## src/rtl/hms_disp_pkg.sv

```systemverilog
// hms_disp_pkg
// Shared constants and helpers for the six-digit HMS display scanner:
// digit count, 7-segment codes ({g,f,e,d,c,b,a}, active-high), valid field
// limits, and a 6-bit binary to two-digit BCD converter.
package hms_disp_pkg;

    localparam int NDIG = 6;

    localparam logic [6:0] SEG_0     = 7'b0111111;
    localparam logic [6:0] SEG_1     = 7'b0000110;
    localparam logic [6:0] SEG_2     = 7'b1011011;
    localparam logic [6:0] SEG_3     = 7'b1001111;
    localparam logic [6:0] SEG_4     = 7'b1100110;
    localparam logic [6:0] SEG_5     = 7'b1101101;
    localparam logic [6:0] SEG_6     = 7'b1111101;
    localparam logic [6:0] SEG_7     = 7'b0000111;
    localparam logic [6:0] SEG_8     = 7'b1111111;
    localparam logic [6:0] SEG_9     = 7'b1101111;
    localparam logic [6:0] SEG_DASH  = 7'b1000000;
    localparam logic [6:0] SEG_BLANK = 7'b0000000;

    localparam int MAX_HRS = 23;
    localparam int MAX_MS  = 59;

    // Returns {tens, units}; inputs up to 63 so tens never exceeds 6.
    function automatic logic [7:0] bin2bcd6(input logic [5:0] i_bin);
        return {4'(i_bin / 6'd10), 4'(i_bin % 6'd10)};
    endfunction

endpackage

```

## src/rtl/hms_bcd7seg.sv

```systemverilog
// hms_bcd7seg
// Combinational BCD digit to 7-segment encoder.
// Ports:
//   i_bcd   - BCD digit 0..9 (codes 10..15 render blank)
//   i_dash  - force a dash (segment g only); wins over i_blank
//   i_blank - force all segments off
//   o_seg   - {g,f,e,d,c,b,a}, active-high
module hms_bcd7seg (
    input  logic [3:0] i_bcd,
    input  logic       i_dash,
    input  logic       i_blank,
    output logic [6:0] o_seg
);
    import hms_disp_pkg::*;

    always_comb begin
        o_seg = SEG_BLANK;
        if (i_dash) begin
            o_seg = SEG_DASH;
        end else if (!i_blank) begin
            case (i_bcd)
                4'd0:    o_seg = SEG_0;
                4'd1:    o_seg = SEG_1;
                4'd2:    o_seg = SEG_2;
                4'd3:    o_seg = SEG_3;
                4'd4:    o_seg = SEG_4;
                4'd5:    o_seg = SEG_5;
                4'd6:    o_seg = SEG_6;
                4'd7:    o_seg = SEG_7;
                4'd8:    o_seg = SEG_8;
                4'd9:    o_seg = SEG_9;
                default: o_seg = SEG_BLANK;
            endcase
        end
    end

endmodule

```

## src/rtl/hms_display_scan.sv

```systemverilog
// hms_display_scan
// Six-digit multiplexed 7-segment driver for an hours/minutes/seconds
// counter. Snapshots the time once per frame, converts each field to BCD and
// scans the digits onto a shared segment bus with one-hot-low digit enables.
// Optional feature macro: HMS_DISP_LZB_EN - blank the hours tens digit when
// the snapshot hours value is below 10 (the slot is still enabled).
// Parameters:
//   SCAN_DIV - clock cycles each digit stays lit (>= 2)
// Ports:
//   clk   - system clock
//   rst_n - asynchronous active-low reset
//   hrs   - binary hours 0..23
//   mins  - binary minutes 0..59
//   sec   - binary seconds 0..59
//   seg   - {g,f,e,d,c,b,a} of the enabled digit, active-high, registered
//   an    - digit enables, active-low; an[0] hours tens .. an[5] seconds units
//   dp    - decimal point, lit after hours units and minutes units
module hms_display_scan #(
    parameter int SCAN_DIV = 1000
) (
    input  logic       clk,
    input  logic       rst_n,
    input  logic [4:0] hrs,
    input  logic [5:0] mins,
    input  logic [5:0] sec,
    output logic [6:0] seg,
    output logic [5:0] an,
    output logic       dp
);
    import hms_disp_pkg::*;

    localparam int PW = (SCAN_DIV > 1) ? $clog2(SCAN_DIV) : 1;

    logic [PW-1:0] r_pcnt;
    logic [2:0]    r_didx;
    logic [4:0]    r_s_hrs;
    logic [5:0]    r_s_mins;
    logic [5:0]    r_s_sec;
    logic [6:0]    r_seg;
    logic [5:0]    r_an;
    logic          r_dp;

    logic          w_adv;
    logic          w_frame_end;
    logic [5:0]    w_field;
    logic          w_oor;
    logic [7:0]    w_bcd;
    logic [3:0]    w_digit;
    logic          w_blank;
    logic [6:0]    w_seg;

    assign w_adv       = (r_pcnt == PW'(SCAN_DIV - 1));
    assign w_frame_end = w_adv && (r_didx == 3'(NDIG - 1));

    always_ff @(posedge clk or negedge rst_n) begin
        if (!rst_n) begin
            r_pcnt <= '0;
        end else if (w_adv) begin
            r_pcnt <= '0;
        end else begin
            r_pcnt <= r_pcnt + PW'(1);
        end
    end

    always_ff @(posedge clk or negedge rst_n) begin
        if (!rst_n) begin
            r_didx <= 3'd0;
        end else if (w_adv) begin
            r_didx <= (r_didx == 3'(NDIG - 1)) ? 3'd0 : r_didx + 3'd1;
        end
    end

    // Snapshot only at frame wrap so all six digits of a frame agree.
    always_ff @(posedge clk or negedge rst_n) begin
        if (!rst_n) begin
            r_s_hrs  <= '0;
            r_s_mins <= '0;
            r_s_sec  <= '0;
        end else if (w_frame_end) begin
            r_s_hrs  <= hrs;
            r_s_mins <= mins;
            r_s_sec  <= sec;
        end
    end

    always_comb begin
        w_field = 6'd0;
        w_oor   = 1'b0;
        case (r_didx)
            3'd0, 3'd1: begin
                w_field = {1'b0, r_s_hrs};
                w_oor   = (r_s_hrs > 5'(MAX_HRS));
            end
            3'd2, 3'd3: begin
                w_field = r_s_mins;
                w_oor   = (r_s_mins > 6'(MAX_MS));
            end
            default: begin
                w_field = r_s_sec;
                w_oor   = (r_s_sec > 6'(MAX_MS));
            end
        endcase
    end

    assign w_bcd   = bin2bcd6(w_field);
    // Even slots carry the tens digit, odd slots the units digit.
    assign w_digit = r_didx[0] ? w_bcd[3:0] : w_bcd[7:4];

`ifdef HMS_DISP_LZB_EN
    assign w_blank = (r_didx == 3'd0) && (r_s_hrs < 5'd10);
`else
    assign w_blank = 1'b0;
`endif

    hms_bcd7seg u_bcd7seg (
        .i_bcd   (w_digit),
        .i_dash  (w_oor),
        .i_blank (w_blank),
        .o_seg   (w_seg)
    );

    always_ff @(posedge clk or negedge rst_n) begin
        if (!rst_n) begin
            r_seg <= SEG_BLANK;
            r_an  <= '1;
            r_dp  <= 1'b0;
        end else begin
            r_seg <= w_seg;
            r_an  <= ~(6'b000001 << r_didx);
            r_dp  <= (r_didx == 3'd1) || (r_didx == 3'd3);
        end
    end

    assign seg = r_seg;
    assign an  = r_an;
    assign dp  = r_dp;

endmodule

```

## config.mk

```make
export PLATFORM = sky130hd
export DESIGN_NAME = hms_display_scan
export DESIGN_NICKNAME = d
export VERILOG_FILES = /design/src/rtl/hms_disp_pkg.sv /design/src/rtl/hms_bcd7seg.sv /design/src/rtl/hms_display_scan.sv
export SDC_FILE = /design/constraint.sdc
export NUM_CORES = 1
export LEC_CHECK = 0
export CORE_AREA = 3 3 79 81
export CTS_BUF_LIST = sky130_fd_sc_hd__clkbuf_2 sky130_fd_sc_hd__clkbuf_4 sky130_fd_sc_hd__clkbuf_8
export DETAILED_ROUTE_END_ITERATION = 16
export DIE_AREA = 0 0 82 84
export PLACE_DENSITY = 0.71
export SYNTH_ARGS = -nofsm -noshare
export SYNTH_HDL_FRONTEND = slang
export SYNTH_HIERARCHICAL = 1
export SYNTH_SLANG_ARGS = --single-unit
```

## constraint.sdc

```tcl
create_clock -name clk -period 5.2 [get_ports clk]
set_clock_uncertainty 0.2 [all_clocks]
set_input_delay 0.78 -clock clk [delete_from_list [all_inputs] [get_ports clk]]
set_output_delay 0.78 -clock clk [all_outputs]
set_load 0.02 [all_outputs]
```

# --- Yosys cells after proc, flatten, opt, wreduce, memory -nomap -nowiden ---
# Memories as Yosys holds them, arrays and structs flattened.
# Index checks and enable logic that the tools add are counted.
word_totals:
  mem_count: 1
  reg_bits: 44
  inputBits: 19
  romBits: 112
  elab_cells: 34
  out_inout_bits: 14
memory_table:
  columns: ["name", "depth", "width", "read_ports", "rd_clocked_by_memory_dff", "wr", "line", "rtl"]
  rows:
  - ["(no name shown)", 16, 7, 1, 0, 0, "hms_bcd7seg.sv:21", "case (i_bcd)"]
op_classes:
  reduce_logical: 5
  bitwise_logic: 1
  n_shift: 1
  n_eq_ne: 5
  div_mod_pow: 2
  add_sub_neg: 2
  muxes: 6
  magnitude_cmp: 3
ops:
  columns: ["cell", "n"]
  rows:
  - ["greater-than comparator 6 bit (second input constant)", 2]
  - ["one-hot mux 6 bit (2 select lines)", 1]
  - ["adder 10 x 1 -> 10 bit (second input constant)", 1]
  - ["== test 10 bit (second input constant)", 1]
  - ["two-way mux 10 bit", 1]
  - ["two-way mux 7 bit", 1]
  - ["divider 6 x 4 -> 6 bit (second input constant)", 1]
  - ["== test 3 x 2 -> 1 bit (second input constant)", 2]
  - ["modulo 6 x 4 -> 6 bit (second input constant)", 1]
  - ["inverter 6 bit", 1]
  - ["<< shifter 1 x 3 -> 6 bit (first input constant)", 1]
  - ["greater-than comparator 5 bit (second input constant)", 1]
  - ["two-way mux 4 bit", 1]
  - ["OR reduction 2 bit", 2]
  - ["adder 3 x 1 -> 3 bit (second input constant)", 1]
  - ["== test 3 x 1 -> 1 bit (second input constant)", 1]
  - ["== test 3 bit (second input constant)", 1]
  - ["zero test 3 bit", 1]
  - ["two-way mux 3 bit", 1]
  - ["one-hot mux 1 bit (2 select lines)", 1]
  - ["logical AND 1 bit", 1]
  - ["logical OR 1 bit", 1]

# --- Logic depth before layout (Yosys ltp) ---
# Gate-level depths: netlist of run 1.
# An unclocked memory read counts as a cell.
depth:
  depth_word: 7
  ltp_mapped: 15
  ltp_nobuf: 13

# --- Modules after synthesis ---
# The synthesis of run 1 kept the hierarchy.
by_module_without_submodules:
  columns: ["module", "instances", "cells_per_inst", "area_each_um2"]
  rows:
  - ["hms_display_scan", 1, 197, 2222.1]
  - ["hms_bcd7seg", 1, 30, 250.2]

# --- Worst setup path before layout of run 1 ---
# Ideal clock, no wire load.
synth_timing:
  path_type: "reg2reg"
  startpoint: "reg r_didx[2]"
  endpoint: "reg r_seg[0], in the netlist seg[0]"
  n_path_buf: 1
  synth_period_minus_slack_ns: 3.610
  t_required_ns: 4.913
  setup_time_ns: 0.087
  arrival_ns: 3.323
  stages_incl_launch_ff: 15
  setup_slack_ns: 1.590
  path_cell_list: "dfrtp_1 -> buf_6 -> nor4bb_1 -> a211o_1 -> nor2_1 -> ha_1 -> o211a_1 -> a2111oi_2 -> a211oi_2 -> or3_1 -> a41oi_1 -> inv_1 -> ha_1 -> mux2_4 -> a211oi_2"
synth_between:
  elab_chain_cells: 7
  word_cells_on_any_way: 13
  classes_between: "div: 2; eq/ne: 3; mux: 4; reduce/logical: 3; memory: 1"
synth_lines:
  columns: ["element", "line", "rtl"]
  rows:
  - ["start, declared", "hms_display_scan.sv:35", "logic [2:0] r_didx;"]
  - ["start signal, assigned", "hms_display_scan.sv:69", "r_didx <= (r_didx == 3'(NDIG - 1)) ? 3'd0 : r_didx + 3'd1;"]
  - ["== test 3 x 2 -> 1 bit (tied with other cells)", "hms_display_scan.sv:89", "case (r_didx)"]
  - ["OR reduction 2 bit", "hms_display_scan.sv:89", null]
  - ["one-hot mux 6 bit (2 select lines) *", "hms_display_scan.sv:89", null]
  - ["divider 6 x 4 -> 6 bit or modulo 6 x 4 -> 6 bit (tied branches)", "hms_disp_pkg.sv:27", "return {4'(i_bin / 6'd10), 4'(i_bin % 6'd10)};"]
  - ["two-way mux 4 bit *", "hms_display_scan.sv:107", "assign w_digit = r_didx[0] ? w_bcd[3:0] : w_bcd[7:4];"]
  - ["net w_digit[1]", "hms_display_scan.sv:48", "logic [3:0] w_digit;"]
  - ["memory (16 x 7 bit) *", null, null]
  - ["two-way mux 7 bit *", "hms_bcd7seg.sv:18", "if (i_dash) begin"]
  - ["net w_seg[0]", "hms_display_scan.sv:50", "logic [6:0] w_seg;"]
  - ["end signal, assigned", "hms_display_scan.sv:128", "r_seg <= w_seg;"]
  - ["end, declared", "hms_display_scan.sv:39", "logic [6:0] r_seg;"]
# Mark *: on every way through the listed nets, which the timed path passes. The rest lies on a longest branch.
# A chain may end at the register's enable or synchronous reset.

# --- Worst setup path in the final report of run 1 ---
layout_timing:
  startpoint: "reg r_didx[1]"
  endpoint: "reg r_seg[0], in the netlist seg[0]"
# Same word-level chain as after synthesis.

==> results.tsv, run 1 <==
stage	metric	value	unit
run_status	status	finished clean	
global_routing	grt_pass1_vias	1634	
critical_path	setup.worst_path.end_class	flop	
clock_tree	clk_pin_slew_worst_paths	90	ps
drt	post_dr_wirelength_cell	13.81	um
floorplan	boundaryPins	33	
sta	worst_margin_slew	934.8	ps
global_routing	track_usage	0.1414	
cells_and_area	num-fill-cells	507	
floorplan	coreArea	5540	um^2
flow_run	max_cap_viol_count	0	
floorplan	initial_utilization	0.4463	
synth	syn_area	2472	um^2
critical_path	critPathMaxStageDelay	720	ps
min_path	worstHoldPathType	flop to flop	
place	total_half_perimeter_wirelength_after_legalization_and_detailed_placement	3347	um
drt	route.final.wire_length	4572	um
power_and_ir_drop	net-switching-power	0.1307	mW
sta	timing.final.hold_violations	0	
cells_and_area	fin_nets	287	
clock_tree	clock_sinks	44	
critical_path	cp_top_family	compound AO/OA/AOI/OAI gates	
floorplan	die_area	6888	um^2
power_and_ir_drop	power.leakage	1.275	nW
synth	synth.largest_area_cell	sky130_fd_sc_hd__dfrtp_1	
floorplan	std_cell_rows	27	
cells_and_area	area.growth.synth_to_final	17.61	%
synth	synth.top_cell.area_share	0.3846	
critical_path	cpMaxStageDelayCell	sky130_fd_sc_hd__dfrtp_1	
power_and_ir_drop	totalPowerFinal	0.5993	mW
clock_tree	post_cts_hold_buffer_count	0	
global_routing	globalRouteOverflowTotal	0	
drt	total_number_of_vias	1814	
sta	tcrit_tclk_final	0.7945	
sta	period_needed	4131	ps
critical_path	worst-path-buf-inv	1	
critical_path	critical_path_class	flop to flop	
power_and_ir_drop	seq_power_share	0.575	
synth	synth_area_leaders	sky130_fd_sc_hd__dfrtp_1 38%, sky130_fd_sc_hd__dfstp_2 6.4%, sky130_fd_sc_hd__mux2_2 5.9%, sky130_fd_sc_hd__ha_1 5.1%, sky130_fd_sc_hd__nor2_1 2.6%	
global_routing	grt_max_degree	45	
place	gp_congestion	0.8436	
drt	drt.antenna.violating_nets	0	
synth	postSynthAreaPerCell	10.89	um^2
drt	firstDrtPassIters	4	
sta	totalNegativeSetupSlack	0	ps
power_and_ir_drop	netSwitchingFraction	0.2180	
sta	slew_limit_fails	0	
clock_tree	clock_path_buffers	2	
sta	timing.slew.headroom	0.3768	
synth	synthFlopType	sky130_fd_sc_hd__dfrtp_1	
place	port_buffers	32	
floorplan	die_height	84	um
power_and_ir_drop	irDropWorstVdd	0.1664	mV
floorplan	fp.dieW	82	um
critical_path	worstPathCellList	nor4bb_1 -> a211o_1 -> nor2_1 -> ha_1 -> o211a_1 -> a2111oi_2 -> a211oi_2 -> or3_1 -> a41oi_1 -> inv_1 -> ha_1 -> mux2_4 -> a211oi_2	
power_and_ir_drop	intPower	0.4687	mW
global_routing	grt_antenna_before_repair	0	
clock_tree	cts.repair_timing.setup_buffer_count	0	
sta	finalSetupViolations	0	
global_routing	grt_first_pass_wirelength	7734	um
synth	synthesis.instances	227	
clock_tree	h_tree_depth	2	
synth	seq_area_frac_synth	0.4484	
power_and_ir_drop	power.share.combinational	0.050	
clock_tree	cts_root_buf	sky130_fd_sc_hd__clkbuf_8	
clock_tree	insertion_delay_of_the_later_clocked_pin_in_the_worst_skew_pair	300	ps
cells_and_area	final_layout_size_suffix_gt1_frac	0.1622	
drt	first_iter_violations	85	
drt	remaining_drc_errors	0	
synth	synth_cell_types	63	
cells_and_area	diodes	0	
synth	postSynthRegisterBits	44	
synth	warnings_from_yosys	6	
sta	maxClockFrequency	242.1	MHz
critical_path	worst-path-max-fanout	17	
power_and_ir_drop	power_per_cell_area	206.1	nW/um^2
critical_path	data_arrival_time_of_the_critical_path	4150	ps
power_and_ir_drop	share_of_power_burned_in_the_clock_network	0.374	
drt	post_drt_via_cell_ratio	5.480	
synth	synthArstFlopShare	1.000	
sta	rsz0062_at_grt	false	
critical_path	critPathRequiredTime	5210	ps
critical_path	start_kind	flop	
synth	synth_top_cells_by_count	38 x sky130_fd_sc_hd__dfrtp_1, 17 x sky130_fd_sc_hd__nor2_1, 13 x sky130_fd_sc_hd__mux2_2, 11 x sky130_fd_sc_hd__nand2_1, 10 x sky130_fd_sc_hd__ha_1	
synth	post-synth-top-count-cell	sky130_fd_sc_hd__dfrtp_1	
clock_tree	post_cts.resized_instances	0	
clock_tree	clock_tree_from_tritoncts	yes	
synth	synth-edff-count	0	
clock_tree	cts-buffers-inserted	5	
[state kept, by name, indices dropped and copies added, names as in the netlist]
signal,count
seg,7
r_didx,3
r_pcnt,10
r_s_hrs,5
r_s_mins,6
dp,1
r_s_sec,6
an,6
[worst register-to-register path: cells and delay by family, from the launching register on]
family,cells,cell delay [ps]
flip-flops,1,720
AND/OR/NAND/NOR,3,770
adder cells (fa/ha/maj),2,400
buffers and inverters,1,160
AO/OA/AOI/OAI,6,1520
multiplexers,1,270
[worst paths after layout]
kind | startpoint | to | slack, ps | depth (start not counted)
setup / recovery | r_didx[1] | seg[0] | 1070 | 13
min in group asynchronous | rst_n | r_didx[1] | 420 | 1
hold reg to reg | r_pcnt[0] | r_pcnt[0] | 270 | 1
setup reg to reg | r_didx[1] | seg[0] | 1070 | 13
hold / removal | r_pcnt[0] | r_pcnt[0] | 270 | 1
max in group asynchronous | rst_n | seg[5] | 3800 | 1
[stage by stage]
stage          hold WS [ps]  cell area [um^2]    util  setup slack, ps  instances
6_report              271.0              2908  0.5248             1069        331
5_1_grt               288.5              2908  0.5248            739.1        331
4_1_cts               270.6              2908  0.5248             1080        331
3_3_place_gp          249.5              2810  0.5072             1279        323
2_1_floorplan         232.9              2480       -             1590        229
3_5_place_dp          258.6              2810  0.5072             1122        323
[per-layer routing]
metal  share of wire  track usage  vias to the layer above
li1                -            -                      883
met1            0.47       0.1989                      860
met2            0.45       0.2072                       55
met3           0.051      0.03348                       16
met4           0.032      0.05589                        0
met5               0            0                        -
[power by group through the flow]
stage / clock (mW) / sequential, mW / combinational [mW]
detailed placement: 0 / 0.352 / 0.0309
floorplan: 0 / 0.355 / 0.00325
CTS: 0.232 / 0.345 / 0.0310
global placement: 0 / 0.352 / 0.0306
finish: 0.224 / 0.345 / 0.0301
global route: 0.248 / 0.345 / 0.0334
[cells by family (layout without fill, tap and decap cells)]
family / Yosys count / count (layout) / synth area share
fa+ha+maj: 10 / 10 / 0.05061
xor+xnor: 9 / 9 / 0.03188
buf+inv: 20 / 50 / 0.04555
simple gates: 76 / 76 / 0.1741
flops: 44 / 44 / 0.4484
mux: 24 / 24 / 0.1149
compound gates: 43 / 43 / 0.1331
other cells: 1 / 3 / 0.001517
[cell type report]
class                   instances  area [um^2]  area share
multi-input cells             165         1259      0.4329
flip-flops and latches         44         1109      0.3812
repair buffers                 32        315.3      0.1084
well taps                      72        90.09     0.03098
clock buffers                   6        82.58     0.02840
inverters                      10        37.54     0.01291
clock inverters                 2        15.01    0.005164
[cells in the final DEF, fill, tap and decap left out, types with 3 or more instances in the layout]
cell / netlist / final
sky130_fd_sc_hd__nand4_1: 4 / 4
sky130_fd_sc_hd__ha_1: 10 / 10
sky130_fd_sc_hd__mux2_1: 4 / 4
sky130_fd_sc_hd__mux2_2: 13 / 13
sky130_fd_sc_hd__dfrtp_1: 38 / 38
sky130_fd_sc_hd__nand3b_1: 3 / 3
sky130_fd_sc_hd__or3_1: 3 / 3
sky130_fd_sc_hd__a211oi_1: 3 / 3
sky130_fd_sc_hd__nand2b_1: 3 / 3
sky130_fd_sc_hd__o21ai_0: 5 / 5
sky130_fd_sc_hd__mux2i_1: 4 / 4
sky130_fd_sc_hd__and2_1: 3 / 3
sky130_fd_sc_hd__conb_1: 1 / 3
sky130_fd_sc_hd__nand3_1: 9 / 9
sky130_fd_sc_hd__a211o_1: 4 / 4
sky130_fd_sc_hd__a211oi_2: 3 / 3
sky130_fd_sc_hd__clkbuf_8: 0 / 6
sky130_fd_sc_hd__nor2_1: 17 / 17
sky130_fd_sc_hd__nor3_1: 3 / 3
sky130_fd_sc_hd__xnor2_1: 4 / 4
sky130_fd_sc_hd__inv_1: 8 / 8
sky130_fd_sc_hd__xor2_1: 5 / 5
sky130_fd_sc_hd__dfstp_2: 6 / 6
sky130_fd_sc_hd__nand2_1: 11 / 11
sky130_fd_sc_hd__a21oi_1: 9 / 9
sky130_fd_sc_hd__clkdlybuf4s50_1: 0 / 31
(Power assumes the default switching activity.)
==> run 2: changes to the inputs <==
clock period = 3.9 ns   (was 5.2 ns; I/O delays follow)
==> results.tsv, run 2 (synthesized netlist as in run 1, its figures left out) <==
stage	metric	value	unit
cells_and_area	final_layout_size_suffix_gt1_frac	0.1992	
global_routing	grt_first_pass_wirelength	7852	um
cells_and_area	layout.cells.non_filler	338	
cells_and_area	largest_register	r_pcnt	
clock_tree	h_tree_depth	2	
floorplan	coreArea	5540	um^2
drt	route.final.wire_length	4542	um
floorplan	boundaryPins	33	
global_routing	grt_pass1_vias	1721	
drt	total_number_of_vias	1796	
critical_path	critical_path_class	flop to flop	
floorplan	initial_utilization	0.4463	
clock_tree	clock_sinks	44	
power_and_ir_drop	power.leakage	1.315	nW
sta	timing.slew.headroom	0.3810	
critical_path	critPathRequiredTime	3910	ps
sta	holdWs	229.6	ps
global_routing	track_usage	0.1450	
global_routing	grt_max_degree	45	
global_routing	met1_usage	0.1887	
drt	first_iter_violations	118	
power_and_ir_drop	totalPowerFinal	0.8004	mW
critical_path	timing.reg2reg.worst_path_depth	12	
drt	remaining_drc_errors	0	
min_path	worstHoldPathType	primary input to asynchronous set/reset pin	
power_and_ir_drop	power_per_cell_area	268.3	nW/um^2
cells_and_area	mostFrequentLayoutCells	37 x sky130_fd_sc_hd__dfrtp_1, 31 x sky130_fd_sc_hd__clkdlybuf4s50_1, 17 x sky130_fd_sc_hd__nor2_1	
critical_path	critPathMaxStageDelay	570	ps
clock_tree	insertion_delay_of_the_later_clocked_pin_in_the_worst_skew_pair	290	ps
sta	period_needed	3683	ps
critical_path	worst-path-max-fanout	10	
floorplan	std_cell_rows	27	
clock_tree	cts-buffers-inserted	5	
cells_and_area	utilization	0.5384	
place	port_buffers	32	
sta	tcrit_tclk_final	0.9444	
critical_path	setup.worst_path.end_class	flop	
cells_and_area	num-fill-cells	516	
critical_path	worst-r2r-setup-slack	220	ps
critical_path	data_arrival_time_of_the_critical_path	3690	ps
place	total_half_perimeter_wirelength_after_legalization_and_detailed_placement	3426	um
cells_and_area	area.growth.synth_to_final	20.65	%
sta	worst_margin_slew	928.5	ps
sta	rsz0062_at_grt	false	
critical_path	cp_num_cells	12	
critical_path	worst-path-buf-inv	1	
global_routing	globalRouteOverflowTotal	0	
critical_path	start_kind	flop	
floorplan	fp.dieW	82	um
clock_tree	clock_path_buffers	2	
flow_run	max_cap_viol_count	0	
drt	firstDrtPassIters	5	
clock_tree	cts_root_buf	sky130_fd_sc_hd__clkbuf_8	
sta	finalSetupViolations	0	
critical_path	cp_top_family	compound AO/OA/AOI/OAI gates	
sta	totalNegativeSetupSlack	0	ps
drt	post_dr_wirelength_cell	13.44	um
cells_and_area	fin_nets	294	
global_routing	globalRouteMet2Util	0.2381	
cells_and_area	largest_register_ff_count	10	
cells_and_area	register_area	1110	um^2
drt	drt.antenna.violating_nets	0	
global_routing	top_usage_layer	met2	
global_routing	grt.met3_usage	0.02592	
run_status	status	finished clean	
sta	maxClockFrequency	271.5	MHz
critical_path	cpMaxStageDelayCell	sky130_fd_sc_hd__dfrtp_1	
place	numPlacedInstances	329	
sta	timing.final.hold_violations	0	
power_and_ir_drop	irDropWorstVdd	0.1801	mV
clock_tree	clock_tree_from_tritoncts	yes	
clock_tree	clk_pin_slew_worst_paths	80	ps
cells_and_area	layout_commonest_cell	sky130_fd_sc_hd__dfrtp_1	
critical_path	worstPathCellList	nor4bb_4 -> a211o_1 -> nor2_1 -> ha_1 -> o211a_1 -> a2111oi_2 -> a211oi_2 -> buf_4 -> o221a_1 -> a211o_1 -> mux2_4 -> a211oi_2	
place	gp_congestion	0.8061	
floorplan	die_area	6888	um^2
cells_and_area	diodes	0	
sta	slew_limit_fails	0	
drt	post_drt_via_cell_ratio	5.314	
cells_and_area	multiInputGateArea	1280	um^2
global_routing	grt_antenna_before_repair	0	
floorplan	die_height	84	um
-- run 2: worst reg2reg max path: cells and delay by family, from the launching register on --
| family | cells | cell delay [ps] |
|---|---|---|
| fa+ha+maj | 1 | 190 |
| simple gates | 2 | 380 |
| flops | 1 | 570 |
| mux | 1 | 350 |
| compound gates | 7 | 1760 |
| buf+inv | 1 | 160 |
-- run 2: metal layers --
metal,part of all wire,wire [um],vias up
li1,-,-,902
met1,0.48,2196,844
met2,0.46,2090,45
met3,0.041,184,5
met4,0.015,70,0
met5,0,0,-
-- run 2: worst paths after layout --
| check | start | end |
|---|---|---|
| max in group asynchronous | rst_n | r_didx[2] |
| min in group clk | r_pcnt[0] | r_pcnt[0] |
| hold / removal | rst_n | r_s_mins[1] |
| setup / recovery | r_didx[1] | seg[0] |
| hold reg to reg | r_pcnt[0] | r_pcnt[0] |
| setup reg to reg | r_didx[1] | seg[0] |
-- run 2: layout make-up --
type                    instances  area share
inverters                      10     0.01258
clock inverters                 1    0.002517
repair buffers                 39      0.1233
clock buffers                   7     0.03020
well taps                      72     0.03020
multi-input cells             165      0.4291
flip-flops and latches         44      0.3721
-- run 2: timing repair --
action                     CTS  global route
gates resized for setup      0             5
setup buffers                0             1
setup endpoints to repair    0             4
hold buffers                 0             0
-- run 2: per-stage QoR --
stage,area (um^2),setup slack (ps)
after floorplan,2480,290.1
after global placement,2855,319.6
after detailed placement,2855,188.2
after CTS,2953,159.6
after global routing,2983,13.34
final,2983,217.0
-- run 2: power breakdown --
group          internal [mW]  switching, mW  total [mW]
logic                 0.0224         0.0177      0.0402
clock network          0.151          0.149       0.300
registers              0.459       0.000646       0.460
==> run 3: changes to the inputs <==
==> constraint.sdc (replaced) <==
create_clock -name clk -period 3.9 [get_ports clk]
set_clock_uncertainty 0.2 [all_clocks]
set_input_delay 0.585 -clock clk [delete_from_list [all_inputs] [get_ports clk]]
set_output_delay 0.585 -clock clk [all_outputs]
set_load 0.01 [all_outputs]
==> results of run 3 <==
The final DEF is identical to that of run 2. Status: finished clean.
Main changes from that run: total power 0.8004 mW -> 0.7978 mW
